==> src/rtl/hazard_ctrl.sv <==
// Pipeline hazard controller: tracks E/M/W destinations and Tnew, emits forwarding selects and the D-stage stall.
// Latency: stall and F_* are combinational from registered stage state and the D inputs; state updates each clk edge.
// Backpressure: stall freezes PC and F/D and inserts a bubble into E, while M and W keep advancing.
//
// Ports: clk/reset (synchronous, active-high); A1_D/A2_D/A3_D, Tuse_rs_D/Tuse_rt_D, kind_D,
//        md_start_D and md_use_D describe the D instruction; stall, F_RS_D, F_RT_D, F_RS_E,
//        F_RT_E, F_RT_M drive the pipeline; md_busy reports a running multiply/divide.
module hazard_ctrl #(
   parameter int MULT_CYC = 5,
   parameter int DIV_CYC  = 10
) (
   input  logic       clk,
   input  logic       reset,
   input  logic [4:0] A1_D,
   input  logic [4:0] A2_D,
   input  logic [4:0] A3_D,
   input  logic [1:0] Tuse_rs_D,
   input  logic [1:0] Tuse_rt_D,
   input  logic [1:0] kind_D,
   input  logic [1:0] md_start_D,
   input  logic       md_use_D,
   output logic       stall,
   output logic [2:0] F_RS_D,
   output logic [2:0] F_RT_D,
   output logic [2:0] F_RS_E,
   output logic [2:0] F_RT_E,
   output logic [2:0] F_RT_M,
   output logic       md_busy
);

   localparam int CW = $clog2(DIV_CYC + 1);
   localparam logic [CW-1:0] MULT_LD = CW'(MULT_CYC);
   localparam logic [CW-1:0] DIV_LD  = CW'(DIV_CYC);

   localparam logic [1:0] K_NONE = 2'b00;
   localparam logic [1:0] K_PC8  = 2'b01;
   localparam logic [1:0] K_ALU  = 2'b10;
   localparam logic [1:0] K_DM   = 2'b11;

   // stage state
   logic [4:0]    a1_e_q, a2_e_q, a3_e_q, a2_m_q, a3_m_q, a3_w_q;
   logic [1:0]    kind_e_q, tnew_e_q, mdop_e_q, kind_m_q, tnew_m_q, kind_w_q;
   logic [CW-1:0] cnt_q;

   logic [4:0]    a1_e_d, a2_e_d, a3_e_d, a2_m_d, a3_m_d, a3_w_d;
   logic [1:0]    kind_e_d, tnew_e_d, mdop_e_d, kind_m_d, tnew_m_d, kind_w_d;
   logic [CW-1:0] cnt_d;

   // A source register must wait if a producer still needs more cycles than the consumer can tolerate.
   function automatic logic reg_hazard(input logic [4:0] a, input logic [1:0] tuse);
      reg_hazard = (a != 5'd0) &&
                   (((a == a3_e_q) && (tnew_e_q > tuse)) ||
                    ((a == a3_m_q) && (tnew_m_q > tuse)));
   endfunction

   // D select: nearest matching stage wins even when it cannot forward yet (stall covers it).
   function automatic logic [2:0] fwd_d(input logic [4:0] a);
      fwd_d = 3'd0;
      if (a == 5'd0) begin
         fwd_d = 3'd0;
      end else if (a == a3_e_q) begin
         fwd_d = (kind_e_q == K_PC8) ? 3'd1 : 3'd0;
      end else if (a == a3_m_q) begin
         if (tnew_m_q == 2'd0)
            fwd_d = (kind_m_q == K_PC8) ? 3'd2 : (kind_m_q == K_ALU) ? 3'd3 : 3'd0;
      end else if (a == a3_w_q) begin
         // a load in W is covered by register-file write-through, hence 000
         fwd_d = (kind_w_q == K_PC8) ? 3'd4 : (kind_w_q == K_ALU) ? 3'd5 : 3'd0;
      end
   endfunction

   function automatic logic [2:0] fwd_e(input logic [4:0] a);
      fwd_e = 3'd0;
      if (a == 5'd0) begin
         fwd_e = 3'd0;
      end else if (a == a3_m_q) begin
         if (tnew_m_q == 2'd0)
            fwd_e = (kind_m_q == K_PC8) ? 3'd1 : (kind_m_q == K_ALU) ? 3'd2 : 3'd0;
      end else if (a == a3_w_q) begin
         fwd_e = (kind_w_q == K_PC8) ? 3'd3 : (kind_w_q == K_ALU) ? 3'd4 : 3'd5;
      end
   endfunction

   always_comb begin
      stall   = reg_hazard(A1_D, Tuse_rs_D) || reg_hazard(A2_D, Tuse_rt_D) ||
                (md_use_D && ((cnt_q != '0) || (mdop_e_q != 2'b00)));
      md_busy = (cnt_q != '0);
      F_RS_D  = fwd_d(A1_D);
      F_RT_D  = fwd_d(A2_D);
      F_RS_E  = fwd_e(a1_e_q);
      F_RT_E  = fwd_e(a2_e_q);
      F_RT_M  = 3'd0;
      if ((a2_m_q != 5'd0) && (a2_m_q == a3_w_q))
         F_RT_M = (kind_w_q == K_PC8) ? 3'd1 : (kind_w_q == K_ALU) ? 3'd2 : 3'd3;
   end

   always_comb begin
      a1_e_d   = A1_D;
      a2_e_d   = A2_D;
      a3_e_d   = (kind_D == K_NONE) ? 5'd0 : A3_D;
      kind_e_d = kind_D;
      mdop_e_d = md_start_D;
      case (kind_D)
         K_ALU:   tnew_e_d = 2'd1;
         K_DM:    tnew_e_d = 2'd2;
         default: tnew_e_d = 2'd0;
      endcase
      if (stall) begin
         a1_e_d   = 5'd0;
         a2_e_d   = 5'd0;
         a3_e_d   = 5'd0;
         kind_e_d = K_NONE;
         tnew_e_d = 2'd0;
         mdop_e_d = 2'b00;
      end

      a2_m_d   = a2_e_q;
      a3_m_d   = a3_e_q;
      kind_m_d = kind_e_q;
      tnew_m_d = (tnew_e_q == 2'd0) ? 2'd0 : tnew_e_q - 2'd1;

      a3_w_d   = a3_m_q;
      kind_w_d = kind_m_q;

      // a new operation entering E restarts the count even if one is still running
      if (mdop_e_q == 2'b01)
         cnt_d = MULT_LD;
      else if (mdop_e_q != 2'b00)
         cnt_d = DIV_LD;
      else if (cnt_q != '0)
         cnt_d = cnt_q - CW'(1);
      else
         cnt_d = cnt_q;
   end

   always_ff @(posedge clk) begin
      if (reset) begin
         a1_e_q   <= 5'd0;
         a2_e_q   <= 5'd0;
         a3_e_q   <= 5'd0;
         kind_e_q <= 2'd0;
         tnew_e_q <= 2'd0;
         mdop_e_q <= 2'd0;
         a2_m_q   <= 5'd0;
         a3_m_q   <= 5'd0;
         kind_m_q <= 2'd0;
         tnew_m_q <= 2'd0;
         a3_w_q   <= 5'd0;
         kind_w_q <= 2'd0;
         cnt_q    <= '0;
      end else begin
         a1_e_q   <= a1_e_d;
         a2_e_q   <= a2_e_d;
         a3_e_q   <= a3_e_d;
         kind_e_q <= kind_e_d;
         tnew_e_q <= tnew_e_d;
         mdop_e_q <= mdop_e_d;
         a2_m_q   <= a2_m_d;
         a3_m_q   <= a3_m_d;
         kind_m_q <= kind_m_d;
         tnew_m_q <= tnew_m_d;
         a3_w_q   <= a3_w_d;
         kind_w_q <= kind_w_d;
         cnt_q    <= cnt_d;
      end
   end

endmodule
==> config.mk <==
export PLATFORM = sky130hd
export DESIGN_NAME = hazard_ctrl
export DESIGN_NICKNAME = d
export VERILOG_FILES = /design/src/rtl/hazard_ctrl.sv
export SDC_FILE = /design/constraint.sdc
export NUM_CORES = 1
export LEC_CHECK = 0
export CAP_MARGIN = 10
export CORE_ASPECT_RATIO = 0.6
export CORE_MARGIN = 3
export CORE_UTILIZATION = 30
export CTS_CLUSTER_DIAMETER = 50
export DETAILED_ROUTE_END_ITERATION = 16
export SLEW_MARGIN = 20
export SYNTH_ARGS = -nofsm -noshare
export SYNTH_HDL_FRONTEND = slang
export SYNTH_SLANG_ARGS = --single-unit
==> constraint.sdc <==
create_clock -name clk -period 1.85 [get_ports clk]
set_input_delay 0.185 -clock clk [delete_from_list [all_inputs] [get_ports clk]]
set_output_delay 0.185 -clock clk [all_outputs]
set_load 0.02 [all_outputs]
; ---- Word level (Yosys, flattened, before mapping)
; Cells that the tools add are included.
[word_totals]
inputBits = 26
output_inout_bits = 17
elab_cells = 102
reg_bits = 46
[op_classes]
n_eq_ne = 19
reduce_logical = 31
add_sub_neg = 2
order_cmp = 4
muxes = 32
[op_table]
columns = op, n
row1 = $eq 5x5->1, 11
row2 = $mux 3, 18
row3 = $logic_not 5->1, 4
row4 = $mux 2, 8
row5 = $reduce_bool 5->1, 3
row6 = $eq 2x1->1 const B, 4
row7 = $eq 2x2->1 const B, 4
row8 = $gt 2x2->1, 4
row9 = $logic_and 1x1->1, 8
row10 = $mux 4, 2
row11 = $logic_not 2->1, 3
row12 = $reduce_or 2->1, 3
row13 = $logic_or 1x1->1, 5
row14 = $pmux 2 s2, 1
row15 = $reduce_bool 2->1, 2
row16 = $reduce_bool 4->1, 1
row17 = $sub 4x1->4 const B, 1
row18 = $mux 1, 3
row19 = $reduce_bool 3->1, 1
row20 = $reduce_or 3->1, 1
row21 = $sub 2x1->2 const B, 1

; ---- Depth between registers and ports, before layout
[depth]
word_depth = 7
mapped_depth = 8
mapped_depth_nobuf = 7

; ---- Least setup slack after synthesis
; Ideal clock, no wire load.
[synth_timing]
kind = reg2out
start = reg cnt_q[0]
end = out stall
path_stages_with_launch = 7
setup_slack_ns = -0.152
t_required_ns = 1.665
path_buffers = 1
arrival_time_ns = 1.817
cell_sequence = dfxtp_1 -> inv_1 -> ha_1 -> or3b_1 -> buf_2 -> o31a_2 -> or3_1
[synth_via]
elab_chain_len = 4
[synth_rtl]
columns = element, line
row1 = start: declaration, 43  ; logic [CW-1:0] cnt_q;
row2 = start signal: assignment, 164  ; cnt_q <= cnt_d;
row3 = $reduce_bool 4->1, n/a
row4 = named net md_busy, 28  ; output logic md_busy
row5 = $logic_or 1x1->1, 86  ; (md_use_D && ((cnt_q != '0) || (mdop_e_q != 2'b00)));
row6 = $logic_and 1x1->1, 86
row7 = $logic_or 1x1->1, 85  ; stall = reg_hazard(A1_D, Tuse_rs_D) || reg_hazard(A2_D, Tuse_rt_D) ||
row8 = end: declaration, 22  ; output logic stall,
; The timed path passes the listed nets, and every way through them passes these cells.

; ---- Final worst setup path
[layout_timing]
start = reg cnt_q[1]
end = out stall
[layout_via]
elab_chain_len = 4
[layout_rtl]
columns = element, line
row1 = $reduce_bool 4->1, 86
row2 = $logic_or 1x1->1, 86
row3 = $logic_and 1x1->1, 86
row4 = $logic_or 1x1->1, 85
; No other way between the ends.

==> metrics.yaml <==
io_pins: 43
ys_top_cells_by_count: "dfxtp_1, xor2_1, nor2_1, xnor2_1, nor4_2"
reg2reg_depth: 6
setup_viol: 12
p_per_area_mw_per_mm2: 832
syn_avg_cell_area_sq_um: 9.28
crit_fanout: 4
status: "finished, violations left"
grt_max_degree: 30
synthFlopType: "dfxtp_1"
clk_pin_slew_ps: 60
min_period_ps: 2150
antenna_left: 0
synth_top_cell_by_area: "dfxtp_1"
fillers: 856
dr.pass1.iters: 4
placed_cells: 524
start_util_pct: 31.5
ctsHtreeMaxLevel: 2
grt_pass1_wl_um: 12600
routabilityCongestion: 0.866
violations: "negative setup slack"
grt_antenna_before_repair: 0
drv_slew: 0
clock_power_share_pct: 27.0
post-route-period-util_pct: 116
hold_violations: 0
drt-vias-per-instance: 4.49
intPower_mw: 2.52
crit_type: "flop to output port"
die-height_um: 82.8
drt_iter0_drc: 56
clk_latency_ps: 290
combinationalPowerShare_pct: 40.1
grt.total_usage_pct: 14.0
dp_hpwl_um: 5830
grt_pass1_vias: 2501
routedWlPerCell_um: 14.3
seq_power_share_pct: 32.9
multi_input_area_sq_mm: 0.00212
die_x_um: 134
synthesis.nets: 359
synth.area.top_cells: "dfxtp_1, xor2_1, nor4_2"
setup_slack_ps: -296
nNetsFinal: 456
ir_worst_vdd_v: 0.000815
synth_seq_cells: 46
wirelength_um: 7790
cts-root-buf: "clkbuf_16"
cp.arrival_ps: 1960
syn2layout_area_growth_pct: 51.8
clock-sinks: 46
grt_use_met2_pct: 22.4
ctsHoldBuffers: 0
synth_cells: 318
max_freq_ghz: 0.466
cp.required_ps: 1660
holdPathStages: 1
skew_ps: 9.65
rows: 27
regArea_sq_um: 962
use_met1_pct: 19.4
finalNonFillerCells: 546
p_sw_share_pct: 32.4
async_flop_share_pct: 0
yosysTopAreaCellShare_pct: 31.2
dr_total_vias: 2454
rsz0062_at_grt: "yes"
critPathLaunchType: "flop"
route.detailed.drc: 0
synth-edff-count: 0
drv_cap: 0
cts_tree: "built"
die_area_sq_mm: 0.0111
synth.yosys.warnings: 0
p_total_mw: 3.73
p_leak_nw: 1.86
endpoint_kind: "output port"
synth_cell_types: 47
seq_area_frac_synth_pct: 31.2
use_met3_pct: 3.45
grt-busiest-layer: "met2"
diodes: 0
yosysMostFrequentCell: "dfxtp_1"
core_area_sq_mm: 0.00936
hold_path.class: "flop to flop"
drive_above_1_share_pct: 50.5
portBuffers: 41
cts_inserted_buffers: 5
p_switching_mw: 1.21
netlist_area_sq_mm: 0.00295
grt_overflow_total: 0
cts_max_path_buffers: 2
## metal layers
layer  wire (um)  share of wire [%]
met1        3760                 48
met5           0                  0
met3         281                3.6
met2        3720                 48
met4          29               0.37
## through the flow
stage               hold slack [ps]  utilization, %  instance area [sq um]  setup slack [ps]  setup TNS (ps)
CTS                             425            45.6                   4270              -313           -1460
global route                    441            47.9                   4480              -365           -3270
global placement                417            41.2                   3860              -920          -15000
detailed placement              416            41.2                   3860              -947          -16190
floorplan                       356               -                   2990             -22.9           -22.9
finish                          421            47.9                   4480              -296           -1340
## area by class of cell
type / instances / area share [%]
clock buffer: 6 / 2.88
timing repair buffer: 113 / 22.4
sequential: 46 / 21.5
clock inverter: 2 / 0.838
tap: 130 / 3.63
inverter: 18 / 1.51
multi-input combinational: 231 / 47.3
## logic make-up after synthesis
kind of cell    Yosys count  share of synthesized area (%)
flops                    46                           31.2
simple gates            132                           30.9
fa+ha+maj                15                           6.36
xor+xnor                 55                           16.3
buf+inv                  41                           7.38
compound gates           26                           6.99
mux                       2                          0.678
other cells               1                          0.127
## repair_timing
action | 4_1_cts | 5_1_grt
resized for setup | 164 | 39
setup buffers | 10 | 4
setup endpoints to repair | 37 | 37
pin swaps | 33 | 30
## worst max-delay path: stages, from the launching register on
cell	delay, ps
dfxtp_2	320
inv_2	60
ha_4	140
or3b_1	360
o31a_2	320
or3_4	340
buf_6	140
## registers in the layout (all words and copies together), names as in the netlist
signal    cells
kind_m_q      2
kind_e_q      2
a3_e_q        5
a3_w_q        5
cnt_q         4
mdop_e_q      2
a2_e_q        5
a2_m_q        5
kind_w_q      2
a1_e_q        5
a3_m_q        5
tnew_e_q      2
tnew_m_q      2
## final timing paths
check | from | end | slack [ps]
hold / removal | tnew_e_q[0]$_SDFF_PP0_ | tnew_m_q[0]$_SDFF_PP0_ | 420
setup reg to reg | cnt_q[1]$_SDFFE_PP0N_ | a2_e_q[0]$_SDFF_PP0_ | 20
setup / recovery | cnt_q[1]$_SDFFE_PP0N_ | stall | -300
hold reg to reg | tnew_e_q[0]$_SDFF_PP0_ | tnew_m_q[0]$_SDFF_PP0_ | 420
## power groups by stage
stage               Clock [mW]  Sequential, mW  Combinational (mW)
floorplan                    0            1.20               0.914
global placement             0            1.23                1.34
detailed placement           0            1.23                1.36
CTS                       1.03            1.22                1.42
global route              1.07            1.24                1.64
finish                    1.01            1.23                1.49
## placed cells by master (no fill, tap or decap), types with 15 or more instances in the layout
cell / Yosys / final
dfxtp_1: 46 / 25
dfxtp_2: 0 / 15
nor2b_1: 16 / 16
xor2_1: 29 / 26
nor4_2: 20 / 22
nor2_1: 26 / 20
buf_4: 1 / 62
xnor2_1: 26 / 15
buf_6: 4 / 23
(Power assumes the default switching activity.)
==> variant 1 (same settings) <==
Reset style: asynchronous (`reset`), changed in one clocked block.
--- a/src/rtl/hazard_ctrl.sv
+++ b/src/rtl/hazard_ctrl.sv
@@ -133,7 +133,7 @@
          cnt_d = cnt_q;
    end
 
-   always_ff @(posedge clk) begin
+   always_ff @(posedge clk or posedge reset) begin
       if (reset) begin
          a1_e_q   <= 5'd0;
          a2_e_q   <= 5'd0;
Formal check against the unedited RTL: differs if reset is asserted again (counterexample within 4 cycles, from zero or initial values and one cycle with reset high); with reset held inactive, the same outputs for 10 cycles.
==> variant 1 against the unedited design <==
- the flow still finishes with violations (negative setup slack)
- design area grew 2.1%
- cell count down 3.8%
- core utilization rose by 3.6 points
- total power is 3.7% lower
- synthesized cell count fell by 14%
- wire length grew 3.6%
- worst setup slack lost 49 ps
- die area decreased by 3.0%
- global-route usage grew 1.3 points
- area after synthesis shrank 3.1%
- non-clock buffer count increased by 19
- sequential cell count stayed put
- fmax is 2.2% lower
- critical path type unchanged
- largest cell class unchanged
- largest power group unchanged
==> variant 1: results (changes against the unedited design) <==
.. list-table::
   :header-rows: 1

   * - Metric
     - Value
   * - Final layout net count
     - 439 (-3.7%)
   * - Ratio of cells with drive above 1 in the final layout
     - 50.4% (-0.10 points)
   * - Via count of the first global-routing pass
     - 2513 (+0.48%)
   * - Reg-to-Reg End
     - a1_e_q[2]
   * - Violations in the final reports
     - negative setup slack
   * - Prevailing post-synth register cell
     - sky130_fd_sc_hd__dfrtp_1
   * - Dominant cells by area after synthesis
     - sky130_fd_sc_hd__dfrtp_1 40%, sky130_fd_sc_hd__xnor2_1 8.6%, sky130_fd_sc_hd__xor2_1 8.3%, sky130_fd_sc_hd__nor4b_2 6.8%, sky130_fd_sc_hd__ha_1 6.1%
   * - Peak supply drop
     - 0.402 mV (-51%)
   * - Half-perimeter wire length of the detailed placement result
     - 5.62 mm (-3.6%)
   * - Via count
     - 2446 (-0.33%)
   * - Slowest library cell on the worst path
     - sky130_fd_sc_hd__dfrtp_1
   * - Clock-pin slew on the worst setup and hold paths
     - 60 ps (about the same)
   * - Pin count of the biggest net entering global routing
     - 47 (+57%)
   * - Register area share after synthesis
     - 40.3% (+9.1 points)
   * - Distinct cell type count after synthesis
     - 41 (-13%)
   * - Global placement routability congestion
     - 0.861 (-0.57%)
   * - First-pass GRT wire length
     - 12.9 mm (+2.2%)
   * - Family of cells with the greatest summed delay on the critical path
     - flip-flops
   * - Worst-case setup margin in the final layout
     - -346 ps (-49.3 ps)
   * - GRT Resource Usage Total
     - 15.3% (+1.3 points)
   * - Maximum single-stage delay on the critical path
     - 390 ps (+30 ps)
   * - Hold/Removal Path Class
     - in -> async
   * - Arrival time at the worst endpoint
     - 2010 ps (+50 ps)
   * - Top fanout value on the critical path
     - 3 (-1)
   * - Switching share of total power
     - 32.2% (-0.19 points)
   * - Vias per cell
     - 4.66 (+3.7%)
   * - Number of DRC violations after detailed-routing iteration 0
     - 53 (-5.4%)
   * - Cell depth of the worst flop-to-flop path
     - 8 (+2)
   * - Most common library cells after synthesis
     - 46 x sky130_fd_sc_hd__dfrtp_1, 28 x sky130_fd_sc_hd__xnor2_1, 27 x sky130_fd_sc_hd__xor2_1
   * - Run status
     - finished, violations left
   * - DP Cell Count
     - 485 (-7.4%)
   * - Setup slack, reg-to-reg
     - -120 ps (-140 ps)
   * - Final count of negative-setup-slack endpoints
     - 36 (+24)
   * - Total length of routed wires
     - 8.07 mm (+3.6%)
   * - Number of nets produced by synthesis
     - 315 (-12%)
   * - Setup skew after layout
     - 4.22 ps (-5.43 ps)
   * - Number of standard cells after synthesis
     - 275 (-14%)
variant 1: changes by cell type after synthesis, sizes merged, moves of 6 or more:
| cell | delta |
|---|---|
| dfrtp | +46 |
| or3b | -6 |
| dfxtp | -46 |
| nor4 | -14 |
| nor2 | -10 |
| or2b | -13 |
| nor4b | +14 |
| nor2b | -14 |
variant 1: how the worst max path moves through the flow:
| stage | endpoint | start |
|---|---|---|
| 2_1_floorplan | F_RT_M[0] | a3_w_q[0] |
| 3_3_place_gp | stall | A1_D[1] |
| 3_5_place_dp | stall | A1_D[1] |
| 4_1_cts | stall | cnt_q[0] |
| 5_1_grt | stall | tnew_m_q[1] |
| 6_report | stall | tnew_m_q[1] |
variant 1: cell type report:
| type | count | area [um^2] |
|---|---|---|
| clock buffer | 5 | 125 |
| fill | 791 | 4310 |
| inverter | 18 | 67.6 |
| timing repair buffer | 132 | 1150 |
| tap | 126 | 158 |
| sequential | 46 | 1160 |
| clock inverter | 2 | 10.0 |
| multi-input combinational | 196 | 1900 |
variant 1: power by group through the flow:
stage	Sequential [W]	Combinational (W)	Clock, W
after global placement	0.00130	0.00110	0
after CTS	0.00128	0.00134	0.000855
after global routing	0.00130	0.00160	0.000906
after detailed placement	0.00130	0.00113	0
final	0.00128	0.00147	0.000835
after floorplan	0.00126	0.000665	0
variant 1: kinds of logic (layout without fill, tap and decap cells):
family | count (synthesis) | after routing | share of synthesized area [%]
buffers and inverters | 33 | 157 | 5.12
other | 1 | 1 | 0.131
AND/OR/NAND/NOR | 91 | 91 | 22.8
adder cells (fa/ha/maj) | 14 | 14 | 6.13
XOR/XNOR | 55 | 55 | 16.8
AO/OA/AOI/OAI | 35 | 35 | 8.67
flip-flops | 46 | 46 | 40.3
variant 1: timing repair:
action,CTS,global route
resized for setup,156,37
pin swaps,38,31
setup endpoints to repair,37,37
buffers inserted,26,8
variant 1: worst min-delay path: cells and delay by family:
family	cells	cell delay [ps]
buf+inv	3	710
variant 1: stage by stage:
| step | setup TNS, ps | setup slack, ps | total power [W] | hold WS [ps] | instance area (um^2) |
|---|---|---|---|---|---|
| floorplan | -18.5 | -9.27 | 0.00192 | 313 | 2880 |
| global placement | -16860 | -917 | 0.00240 | 415 | 3820 |
| detailed placement | -17570 | -922 | 0.00243 | 396 | 3820 |
| CTS | -5210 | -409 | 0.00348 | 247 | 4360 |
| global route | -8830 | -434 | 0.00381 | 258 | 4580 |
| finish | -5280 | -346 | 0.00359 | 237 | 4580 |
variant 1: routing by layer:
metal | global-route usage [%] | up-vias | routed length [um]
met3 | 3.61 | 9 | 259
met5 | 0 | - | 0
met2 | 25.1 | 39 | 3830
met4 | 3.56 | 0 | 84
li1 | - | 1194 | -
met1 | 20.8 | 1204 | 3900
==> variant 2 (config.mk and constraints unchanged) <==
Without the edit above. Change the parameter `DIV_CYC` from 10 to 11.
--- a/src/rtl/hazard_ctrl.sv
+++ b/src/rtl/hazard_ctrl.sv
@@ -7,7 +7,7 @@
 //        F_RT_E, F_RT_M drive the pipeline; md_busy reports a running multiply/divide.
 module hazard_ctrl #(
    parameter int MULT_CYC = 5,
-   parameter int DIV_CYC  = 10
+   parameter int DIV_CYC  = 11
 ) (
    input  logic       clk,
    input  logic       reset,
Behaviour: no difference found for any inputs over 10 cycles, from zero or initial values and one cycle with reset high; that may be too few to reach the edited logic, so the function may still have changed.
==> variant 2 against the unedited design <==
- the flow still finishes with violations (negative setup slack)
- register-to-register slack got worse by 30 ps
- critical path type unchanged
- clock power fell by 4%
- wire length rose by 6.4%
- worst setup slack improved by 16 ps
- design area is 3.0% higher
- total power increased by 2.9%
- largest cell class unchanged
- area after synthesis fell by 0.21%
- sequential cell count stayed put
==> variant 2: results (changes against the unedited design) <==
.. list-table::
   :header-rows: 1

   * - Metric
     - Value
   * - Total length of routed wires
     - 8.29 mm (+6.4%)
   * - Top fanout value on the critical path
     - 2 (-2)
   * - Proportion of cell area occupied by multi-input gates
     - 47.9% (+0.61 points)
   * - Worst-case setup margin in the final layout
     - -281 ps (+15.8 ps)
   * - Power of the clock network
     - 0.000974 W (-4%)
   * - Area fraction in compound gates after synthesis
     - 7.18% (+0.18 points)
   * - Routed length on met2
     - 3.80 mm (+2.1%)
   * - Final count of negative-setup-slack endpoints
     - 16 (+4)
   * - Half-perimeter wire length of the detailed placement result
     - 6.11 mm (+4.7%)
   * - Setup TNS after final layout
     - -1870 ps (-535 ps)
   * - Register area share after synthesis
     - 31.3% (+0.066 points)
   * - DR WL met3
     - 358 um (+27%)
   * - Clock buffer and inverter area fraction after layout
     - 3.60% (-0.11 points)
   * - WL/cell
     - 14.9 um (+4.6%)
   * - Run status
     - finished, violations left
   * - Number of standard cells after synthesis
     - 320 (+0.63%)
   * - Slowest library cell on the worst path
     - sky130_fd_sc_hd__or3b_4
   * - Violations in the final reports
     - negative setup slack
   * - Adder-cell share of the synthesized area
     - 6.37% (+0.014 points)
   * - Share of cell area taken by muxes after synthesis
     - 0.680% (+0.0014 points)
   * - Leakage power figure
     - 1.94 nW (+3.8%)
   * - Via count of the first global-routing pass
     - 2570 (+2.8%)
   * - Number of nets produced by synthesis
     - 361 (+0.56%)
   * - GRT met2 Usage
     - 23.8% (+1.5 points)
   * - Routed metal-1 wirelength
     - 4.00 mm (+6.4%)
   * - Number of combinational gates with multiple inputs
     - 234 (+1.3%)
   * - Vias per cell
     - 4.64 (+3.3%)
   * - First-pass GRT wire length
     - 13.1 mm (+3.7%)
   * - Dominant cells by area after synthesis
     - sky130_fd_sc_hd__dfxtp_1 31%, sky130_fd_sc_hd__xor2_1 8.6%, sky130_fd_sc_hd__nor4_2 8.5%, sky130_fd_sc_hd__xnor2_1 7.7%, sky130_fd_sc_hd__ha_1 6.4%
   * - Ratio of cells with drive above 1 in the final layout
     - 51.8% (+1.3 points)
[variant 2: cell types whose count changed in the layout (fill, tap and decap cells not counted), moves of 3 or more]
cell                       unedited run  this run
sky130_fd_sc_hd__dfxtp_1             25        31
sky130_fd_sc_hd__nor2_1              20        25
sky130_fd_sc_hd__nor3_1              11         6
sky130_fd_sc_hd__buf_6               23        27
sky130_fd_sc_hd__dfxtp_2             15        11
sky130_fd_sc_hd__nand3_1              8         4
sky130_fd_sc_hd__nand3_2              1         5
sky130_fd_sc_hd__clkbuf_8             0         3
sky130_fd_sc_hd__nor2_2               4         1
sky130_fd_sc_hd__nor3_2               5         8
sky130_fd_sc_hd__nor4_2              22        19
sky130_fd_sc_hd__xnor2_2             10         7
[variant 2: timing repair]
action	CTS	global route
buffers inserted	14	10
gates resized for setup	167	39
endpoints found under the setup margin	37	37
pin swaps	37	22
